`src/rtl/modulator_tx_scheduler.sv`:
```
// -----------------------------------------------------------------------------
// modulator_tx_scheduler
//
// Purpose:
//   Lets two message sources share one DigitalModulator. A two-way round-robin
//   arbiter picks a requester. The winner's message, mode and cnt are latched
//   for the whole frame. The send strobe to the modulator is raised and held
//   until the modulator's first symbol tick. FRAME_TICKS symbol ticks are then
//   counted. When the frame ends, the owner gets a one-clk ack and an
//   inter-frame gap of GAP_TICKS symbol ticks is enforced before the next grant.
//
// Ports:
//   clk              system clock, all logic on the rising edge
//   rst              asynchronous, active-low reset
//   sym_tick         one-clk pulse per modulator symbol period
//   req0 / req1      level requests, held by the source until its ack
//   msg0 / msg1      payloads, sampled only at grant
//   mode0 / mode1    modulation modes, sampled only at grant
//   cnt0 / cnt1      carrier divider selects, sampled only at grant
//   ack0 / ack1      one-clk pulse at the end of that requester's frame
//   send             send strobe to the modulator
//   message/mode/cnt frame fields to the modulator, stable for the whole frame
//                    and holding their last value between frames
//   grant            one-hot owner of the current frame, 2'b00 when none
//   busy             high while a frame is loading, transmitting or in the gap
// -----------------------------------------------------------------------------
module modulator_tx_scheduler #(
    parameter int MSG_W       = 5,
    parameter int CNT_W       = 3,
    parameter int FRAME_TICKS = 6,
    parameter int GAP_TICKS   = 1
) (
    input  logic             clk,
    input  logic             rst,
    input  logic             sym_tick,
    input  logic             req0,
    input  logic             req1,
    input  logic [MSG_W-1:0] msg0,
    input  logic [MSG_W-1:0] msg1,
    input  logic             mode0,
    input  logic             mode1,
    input  logic [CNT_W-1:0] cnt0,
    input  logic [CNT_W-1:0] cnt1,
    output logic             ack0,
    output logic             ack1,
    output logic             send,
    output logic [MSG_W-1:0] message,
    output logic             mode,
    output logic [CNT_W-1:0] cnt,
    output logic [1:0]       grant,
    output logic             busy
);

    // One counter serves both the frame and the gap, so it is sized for the
    // larger of the two and can never wrap inside either.
    localparam int MAX_TICKS = (FRAME_TICKS > GAP_TICKS) ? FRAME_TICKS : GAP_TICKS;
    localparam int CTR_W     = $clog2(MAX_TICKS + 1);

    localparam logic [CTR_W-1:0] CTR_ONE    = CTR_W'(1);
    // The end condition is tested against the count *before* the final tick,
    // so the tick that would make the counter reach the target ends the phase.
    localparam logic [CTR_W-1:0] FRAME_LAST = CTR_W'(FRAME_TICKS - 1);
    localparam logic [CTR_W-1:0] GAP_LAST   = CTR_W'((GAP_TICKS > 0) ? GAP_TICKS - 1 : 0);

    localparam logic [1:0] ST_IDLE = 2'd0;
    localparam logic [1:0] ST_LOAD = 2'd1;
    localparam logic [1:0] ST_XMIT = 2'd2;
    localparam logic [1:0] ST_GAP  = 2'd3;

    // The state after a frame ends depends only on whether a gap is configured.
    localparam logic [1:0] ST_AFTER_FRAME = (GAP_TICKS > 0) ? ST_GAP : ST_IDLE;

    // ------------------------------------------------------------------
    // Requester-indexed views of the inputs
    // ------------------------------------------------------------------
    logic [1:0]       req_vec;
    logic [1:0]       mode_vec;
    logic [MSG_W-1:0] msg_vec [2];
    logic [CNT_W-1:0] cnt_vec [2];

    assign req_vec  = {req1, req0};
    assign mode_vec = {mode1, mode0};
    assign msg_vec[0] = msg0;
    assign msg_vec[1] = msg1;
    assign cnt_vec[0] = cnt0;
    assign cnt_vec[1] = cnt1;

    // ------------------------------------------------------------------
    // Registers
    // ------------------------------------------------------------------
    logic [1:0]       state_reg,       state_next;
    logic [CTR_W-1:0] counter_reg,     counter_next;
    logic [1:0]       grant_reg,       grant_next;
    logic             owner_reg,       owner_next;
    logic             last_served_reg, last_served_next;
    logic             send_reg,        send_next;
    logic [1:0]       ack_reg,         ack_next;
    logic [MSG_W-1:0] message_reg,     message_next;
    logic             mode_reg,        mode_next;
    logic [CNT_W-1:0] cnt_reg,         cnt_next;

    // ------------------------------------------------------------------
    // Round-robin arbitration
    //   A requester wins if it asks and either the other one is silent or
    //   the other one was served last. With two requesters this yields a
    //   one-hot (or all-zero) winner vector.
    // ------------------------------------------------------------------
    logic [1:0] wins;
    logic       win_idx;

    genvar gi;
    generate
        for (gi = 0; gi < 2; gi++) begin : g_arb
            assign wins[gi] = req_vec[gi] &&
                              (!req_vec[1 - gi] || (last_served_reg != 1'(gi)));
        end
    endgenerate

    assign win_idx = wins[1];

    // ------------------------------------------------------------------
    // Next-state logic
    // ------------------------------------------------------------------
    always_comb begin
        state_next       = state_reg;
        counter_next     = counter_reg;
        grant_next       = grant_reg;
        owner_next       = owner_reg;
        last_served_next = last_served_reg;
        send_next        = send_reg;
        ack_next         = 2'b00;
        message_next     = message_reg;
        mode_next        = mode_reg;
        cnt_next         = cnt_reg;

        case (state_reg)
            ST_IDLE: begin
                if (|req_vec) begin
                    owner_next   = win_idx;
                    grant_next   = wins;
                    message_next = msg_vec[win_idx];
                    mode_next    = mode_vec[win_idx];
                    cnt_next     = cnt_vec[win_idx];
                    send_next    = 1'b1;
                    counter_next = '0;
                    state_next   = ST_LOAD;
                end
            end

            // send is held until the modulator shows it has started a symbol.
            // That first tick is also the frame's first counted tick.
            ST_LOAD: begin
                if (sym_tick) begin
                    send_next    = 1'b0;
                    counter_next = CTR_ONE;
                    state_next   = ST_XMIT;
                end
            end

            ST_XMIT: begin
                if (sym_tick) begin
                    if (counter_reg == FRAME_LAST) begin
                        ack_next         = grant_reg;
                        grant_next       = 2'b00;
                        last_served_next = owner_reg;
                        counter_next     = '0;
                        state_next       = ST_AFTER_FRAME;
                    end else begin
                        counter_next = counter_reg + CTR_ONE;
                    end
                end
            end

            ST_GAP: begin
                if (sym_tick) begin
                    if (counter_reg == GAP_LAST) begin
                        counter_next = '0;
                        state_next   = ST_IDLE;
                    end else begin
                        counter_next = counter_reg + CTR_ONE;
                    end
                end
            end

            default: begin
                state_next   = ST_IDLE;
                counter_next = '0;
                grant_next   = 2'b00;
                send_next    = 1'b0;
            end
        endcase
    end

    // ------------------------------------------------------------------
    // State registers. An asynchronous reset aborts any frame in flight
    // without acknowledging it.
    // ------------------------------------------------------------------
    always_ff @(posedge clk or negedge rst) begin
        if (!rst) begin
            state_reg       <= ST_IDLE;
            counter_reg     <= '0;
            grant_reg       <= 2'b00;
            owner_reg       <= 1'b0;
            last_served_reg <= 1'b1;   // pretend req1 went last so req0 is favoured
            send_reg        <= 1'b0;
            ack_reg         <= 2'b00;
            message_reg     <= '0;
            mode_reg        <= 1'b0;
            cnt_reg         <= '0;
        end else begin
            state_reg       <= state_next;
            counter_reg     <= counter_next;
            grant_reg       <= grant_next;
            owner_reg       <= owner_next;
            last_served_reg <= last_served_next;
            send_reg        <= send_next;
            ack_reg         <= ack_next;
            message_reg     <= message_next;
            mode_reg        <= mode_next;
            cnt_reg         <= cnt_next;
        end
    end

    // ------------------------------------------------------------------
    // Outputs
    // ------------------------------------------------------------------
    assign ack0    = ack_reg[0];
    assign ack1    = ack_reg[1];
    assign send    = send_reg;
    assign message = message_reg;
    assign mode    = mode_reg;
    assign cnt     = cnt_reg;
    assign grant   = grant_reg;
    assign busy    = (state_reg != ST_IDLE);

endmodule
```
`config.mk`:
```
export PLATFORM = sky130hd
export DESIGN_NAME = modulator_tx_scheduler
export DESIGN_NICKNAME = d
export VERILOG_FILES = /design/src/rtl/modulator_tx_scheduler.sv
export SDC_FILE = /design/constraint.sdc
export NUM_CORES = 1
export LEC_CHECK = 0
export ABC_CLOCK_PERIOD_IN_PS = 2900
export CORE_MARGIN = 5
export CORE_UTILIZATION = 35
export CTS_CLUSTER_DIAMETER = 100
export DETAILED_ROUTE_END_ITERATION = 8
export PLACE_DENSITY = 0.7
export SLEW_MARGIN = 25
export SYNTH_ARGS = -nofsm -noshare
export SYNTH_HDL_FRONTEND = slang
export SYNTH_SLANG_ARGS = --single-unit
```
`constraint.sdc`:
```
create_clock -name clk -period 2.9 [get_ports clk]
set_clock_uncertainty 0.05 [all_clocks]
set_input_delay 0.58 -clock clk [delete_from_list [all_inputs] [get_ports clk]]
set_output_delay 0.58 -clock clk [all_outputs]
set_load 0.01 [all_outputs]
```
### Yosys cells after proc, flatten, opt, wreduce, memory -nomap -nowiden

Index checks and enable logic that the tools add are counted.
Widths: inputs -> output; s select.

* output and inout bits: 15
* register bits after elaboration: 21
* input bits: 23

* add/subtract/negate cells: 1
* reduce and logical (&&, ||, !) cells: 18
* muxes and demuxes: 32
* eq/ne operators: 10
* magnitude comparators: 2
* bitwise operators: 2

Operators by type and width (number)
* $mux 3: 9
* $mux 2: 12
* $mux 5: 3
* $ne 2x2->1 const B: 6
* $pmux 3 s4: 1
* $pmux 2 s4: 1
* $reduce_and 4->1: 2
* $reduce_and 3->1: 2
* $reduce_and 6->1: 1
* $reduce_bool 2->1: 3
* $eq 2x2->1 const B: 2
* $mux 1: 4
* $pmux 2 s2: 1
* $add 3x1->3 const B: 1
* $eq 3x3->1 const B: 1
* $logic_not 3->1: 1
* $eq 2x1->1 const B: 1
* $ge 2x2->1 const B: 1
* $logic_and 1x1->1: 2
* $logic_not 1->1: 2
* $logic_not 2->1: 1
* $logic_or 1x1->1: 2
* $lt 1x2->1 const B: 1
* $not 1->2: 1
* 4 further kinds: 4

### Depth between registers and ports, before layout

* word-level depth: 7
* mapped depth: 7
* mapped depth without buffers: 6

### Worst setup path before layout

Ideal clock, no wire load.

* path type: register to register
* start point: reg state_reg[0]
* end point: reg state_reg[1]
* library setup time: 0.128 ns
* arrival: 1.571 ns
* period minus slack after synthesis: 1.748 ns
* path slack: 1.152 ns
* required time: 2.722 ns
* stages on the path, launching flop included: 8
* buffers on the path: 1
* cell sequence: dfrtp_1 inv_1 ha_1 buf_6 and2b_4 nor3_4 o21ai_2 mux2_1

* cells in the longest elaborated chain, start to end: 3
* elaborated cells between the ends (all ways): 12
* classes of those cells: 9 x eq/ne; 1 x mux; 2 x reduce/logical

RTL lines
* start, declared: line 91 `logic [1:0] state_reg, state_next;`
* start signal, assigned: line 211 `state_reg <= state_next;`
* $eq 2x2->1, or another cell as far along: line 136 `case (state_reg)`
* $ne 2x2->1 (no source line)
* $reduce_and 6->1 (no source line)

Parallel ways exist; a longest one is shown, timed or not.
A chain may end at the register's enable or synchronous reset.

### Final worst setup path

* start point: reg state_reg[0]
* end point: out busy

* cells in the longest elaborated chain, start to end: 1

RTL lines
* $reduce_bool 2->1: line 234 `assign busy = (state_reg != ST_IDLE);`
* end, declared: line 51 `output logic busy`

Every way passes these cells.

==> flow_summary_export.csv <==
group,metric,value,unit
layout,largest_reg_flops,5,
timing,slew_viol_final,0,
timing,worst_pin_slew,315,ps
global_routing,grt_pass1_vias,965,
floorplan,io_pins,38,
clocking,path_clk_slew,110,ps
critical_path,cp.arrival,1730,ps
placement,place_area,1580,um2
layout,area_growth,38.9,%
placement,hpwl,2030,um
layout,post_route_cells_drive_above_1_share,11.3,%
layout,layout_common_cells,"clkdlybuf4s50_1, dfrtp_1, nand2_1",
routing,ant_nets,0,
clocking,cts_tree,"built",
floorplan,row_count,21,
yosys,yosys_warnings,0,
layout,fillers,310,
timing,fmax,424,MHz
placement,dp.cells,193,
layout,finalNonFillerCells,197,
job,cap_violations,0,
layout,design_area,1610,um2
floorplan,die_x,67.6,um
routing,viasPerCell,4.72,
timing,setup_viol,0,
timing,rsz0062_at_grt,"no",
yosys,syn_inst,111,
layout,final_common_cell,"clkdlybuf4s50_1",
timing,finalSetupTns,0,ps
yosys,synth.yosys.seq_area_share,45.4,%
timing,period_needed,2360,ps
clocking,cts_resized,0,
run_status,status,"finished clean",
clocking,ctsHoldBuffers,0,
power,power.density,853,nW/um2
global_routing,antenna_found_initial,0,
floorplan,coreArea,3280,um2
placement,routabilityCongestion,0.791,
power,p_total,0.00137,W
global_routing,gr-usage-all-layers,12.1,%
timing,relSlewSlack,79.0,%
power,ir_drop,0.217,mV
routing,first_iter_violations,37,
global_routing,grt_pass1_wl,4110,um
floorplan,die_y,67.6,um
floorplan,initial_core_util,35.3,%
min_path,hp-class,"flop to flop",
yosys,synth_cell_types,33,
clocking,ctsRootBufferMaster,"clkbuf_4",
routing,drt_pass1_iterations,4,
routing,drt-wirelength-per-cell,12.6,um
global_routing,grt_overflow_total,0,
clocking,cts_setup_buffers,0,
critical_path,worstSetupStartpointType,"flop",
critical_path,critical_path.max_fanout,6,
clocking,insertion_delay,300,ps
clocking,htree_num_levels,1,
timing,hold_slack,441,ps
clocking,cts.sinks,21,
critical_path,required,2270,ps
timing,final.period_utilization,81.4,%
routing,drc_errors,0,
layout,diodes,0,
power,p_leak,0.723,nW
placement,portBuffers,37,
routing,vias,929,
yosys,synth_nets,142,
clocking,numCtsBuffers,3,
timing,hold_viol,0,
critical_path,end_kind,"output pin",
global_routing,grt_max_degree,22,
yosys,synth-seq-cells,21,
routing,wirelength,2490,um
floorplan,die_area,4570,um2
yosys,syn_area,1160,um2
clocking,clockBufferDepth,2,
critical_path,criticalPathCategory,"flop to output pin",
yosys,synth.avg_cell_area,10.4,um2
layout,final_nets,183,
## worst paths after layout
path                                          startpoint                          end  slack, ps  cells past startpoint
worst max-delay path            state_reg[0]$_DFFE_PN0P_                         busy        540                      4
worst min-delay path              message[2]$_DFFE_PN0P_       message[2]$_DFFE_PN0P_        440                      2
worst max register to register  state_reg[0]$_DFFE_PN0P_     state_reg[1]$_DFFE_PN0P_        990                      6
worst min register to register    message[2]$_DFFE_PN0P_       message[2]$_DFFE_PN0P_        440                      2
max in group asynchronous                            rst  last_served_reg$_DFFE_PN1P_       1960                      2
min in group asynchronous                            rst   counter_reg[0]$_DFFE_PN0P_        560                      2
## Yosys cell counts, drive strengths merged
library cell	number	area, um2
dfrtp	20	500
o21ai	14	73.8
nand2	13	48.8
mux2i	11	110
inv	9	33.8
ha	8	100
mux2	4	45.0
nor2	4	15.0
a21oi	3	15.0
nor3	3	26.3
buf	2	18.8
clkbuf	2	7.51
nand2b	2	12.5
o2bb2ai	2	17.5
a22o	1	8.76
a31o	1	8.76
and2	1	6.26
and2b	1	10.0
dfstp	1	26.3
nor2b	1	6.26
nor3b	1	12.5
o211ai	1	7.51
o21ba	1	10.0
o22ai	1	6.26
o31ai	1	7.51
o41ai	1	8.76
or3b	1	8.76
or4	1	7.51
## critical path: stages, from the launching register on
cell,delay (ps)
dfrtp_1,410
inv_1,110
ha_1,280
inv_1,90
clkdlybuf4s50_1,530
## cells by family after synthesis
| logic type | after synthesis | synth area share (%) |
|---|---|---|
| AOI/OAI and AO/OA | 26 | 14.1 |
| adders and majority gates | 8 | 8.63 |
| buffers and inverters | 13 | 5.18 |
| DFF | 21 | 45.4 |
| muxes | 15 | 13.4 |
| and+or+nand+nor | 28 | 13.3 |
## per-layer routing
layer,part of all wire (%),global-route usage (%),vias to the layer above
met5,0,0,-
met4,1.8,6.58,0
met3,4.1,2.50,4
met2,53,20.7,14
met1,41,13.9,448
li1,-,-,463
## final cells by class
class | instances | area [um2] | area share (%)
inverter | 9 | 33.8 | 2.10
multi-input combinational | 77 | 573 | 35.6
tap | 46 | 57.6 | 3.57
sequential | 21 | 527 | 32.7
clock inverter | 1 | 5.00 | 0.311
clock buffer | 3 | 22.5 | 1.40
timing repair buffer | 40 | 393 | 24.4
## per-stage QoR
step	util, %	setup WS (ps)
after CTS	49.1	513
after global placement	48.2	733
final	49.1	539
after floorplan	-	1150
after detailed placement	48.2	688
after global routing	49.1	410
## power breakdown
| group | switching (W) | total [W] | internal (W) |
|---|---|---|---|
| Clock | 0.0000860 | 0.000137 | 0.0000514 |
| Sequential | 0.0000784 | 0.000492 | 0.000414 |
| Combinational | 0.000357 | 0.000745 | 0.000387 |
| Total | 0.000522 | 0.00137 | 0.000852 |
Power figures use the tool's default switching activity.
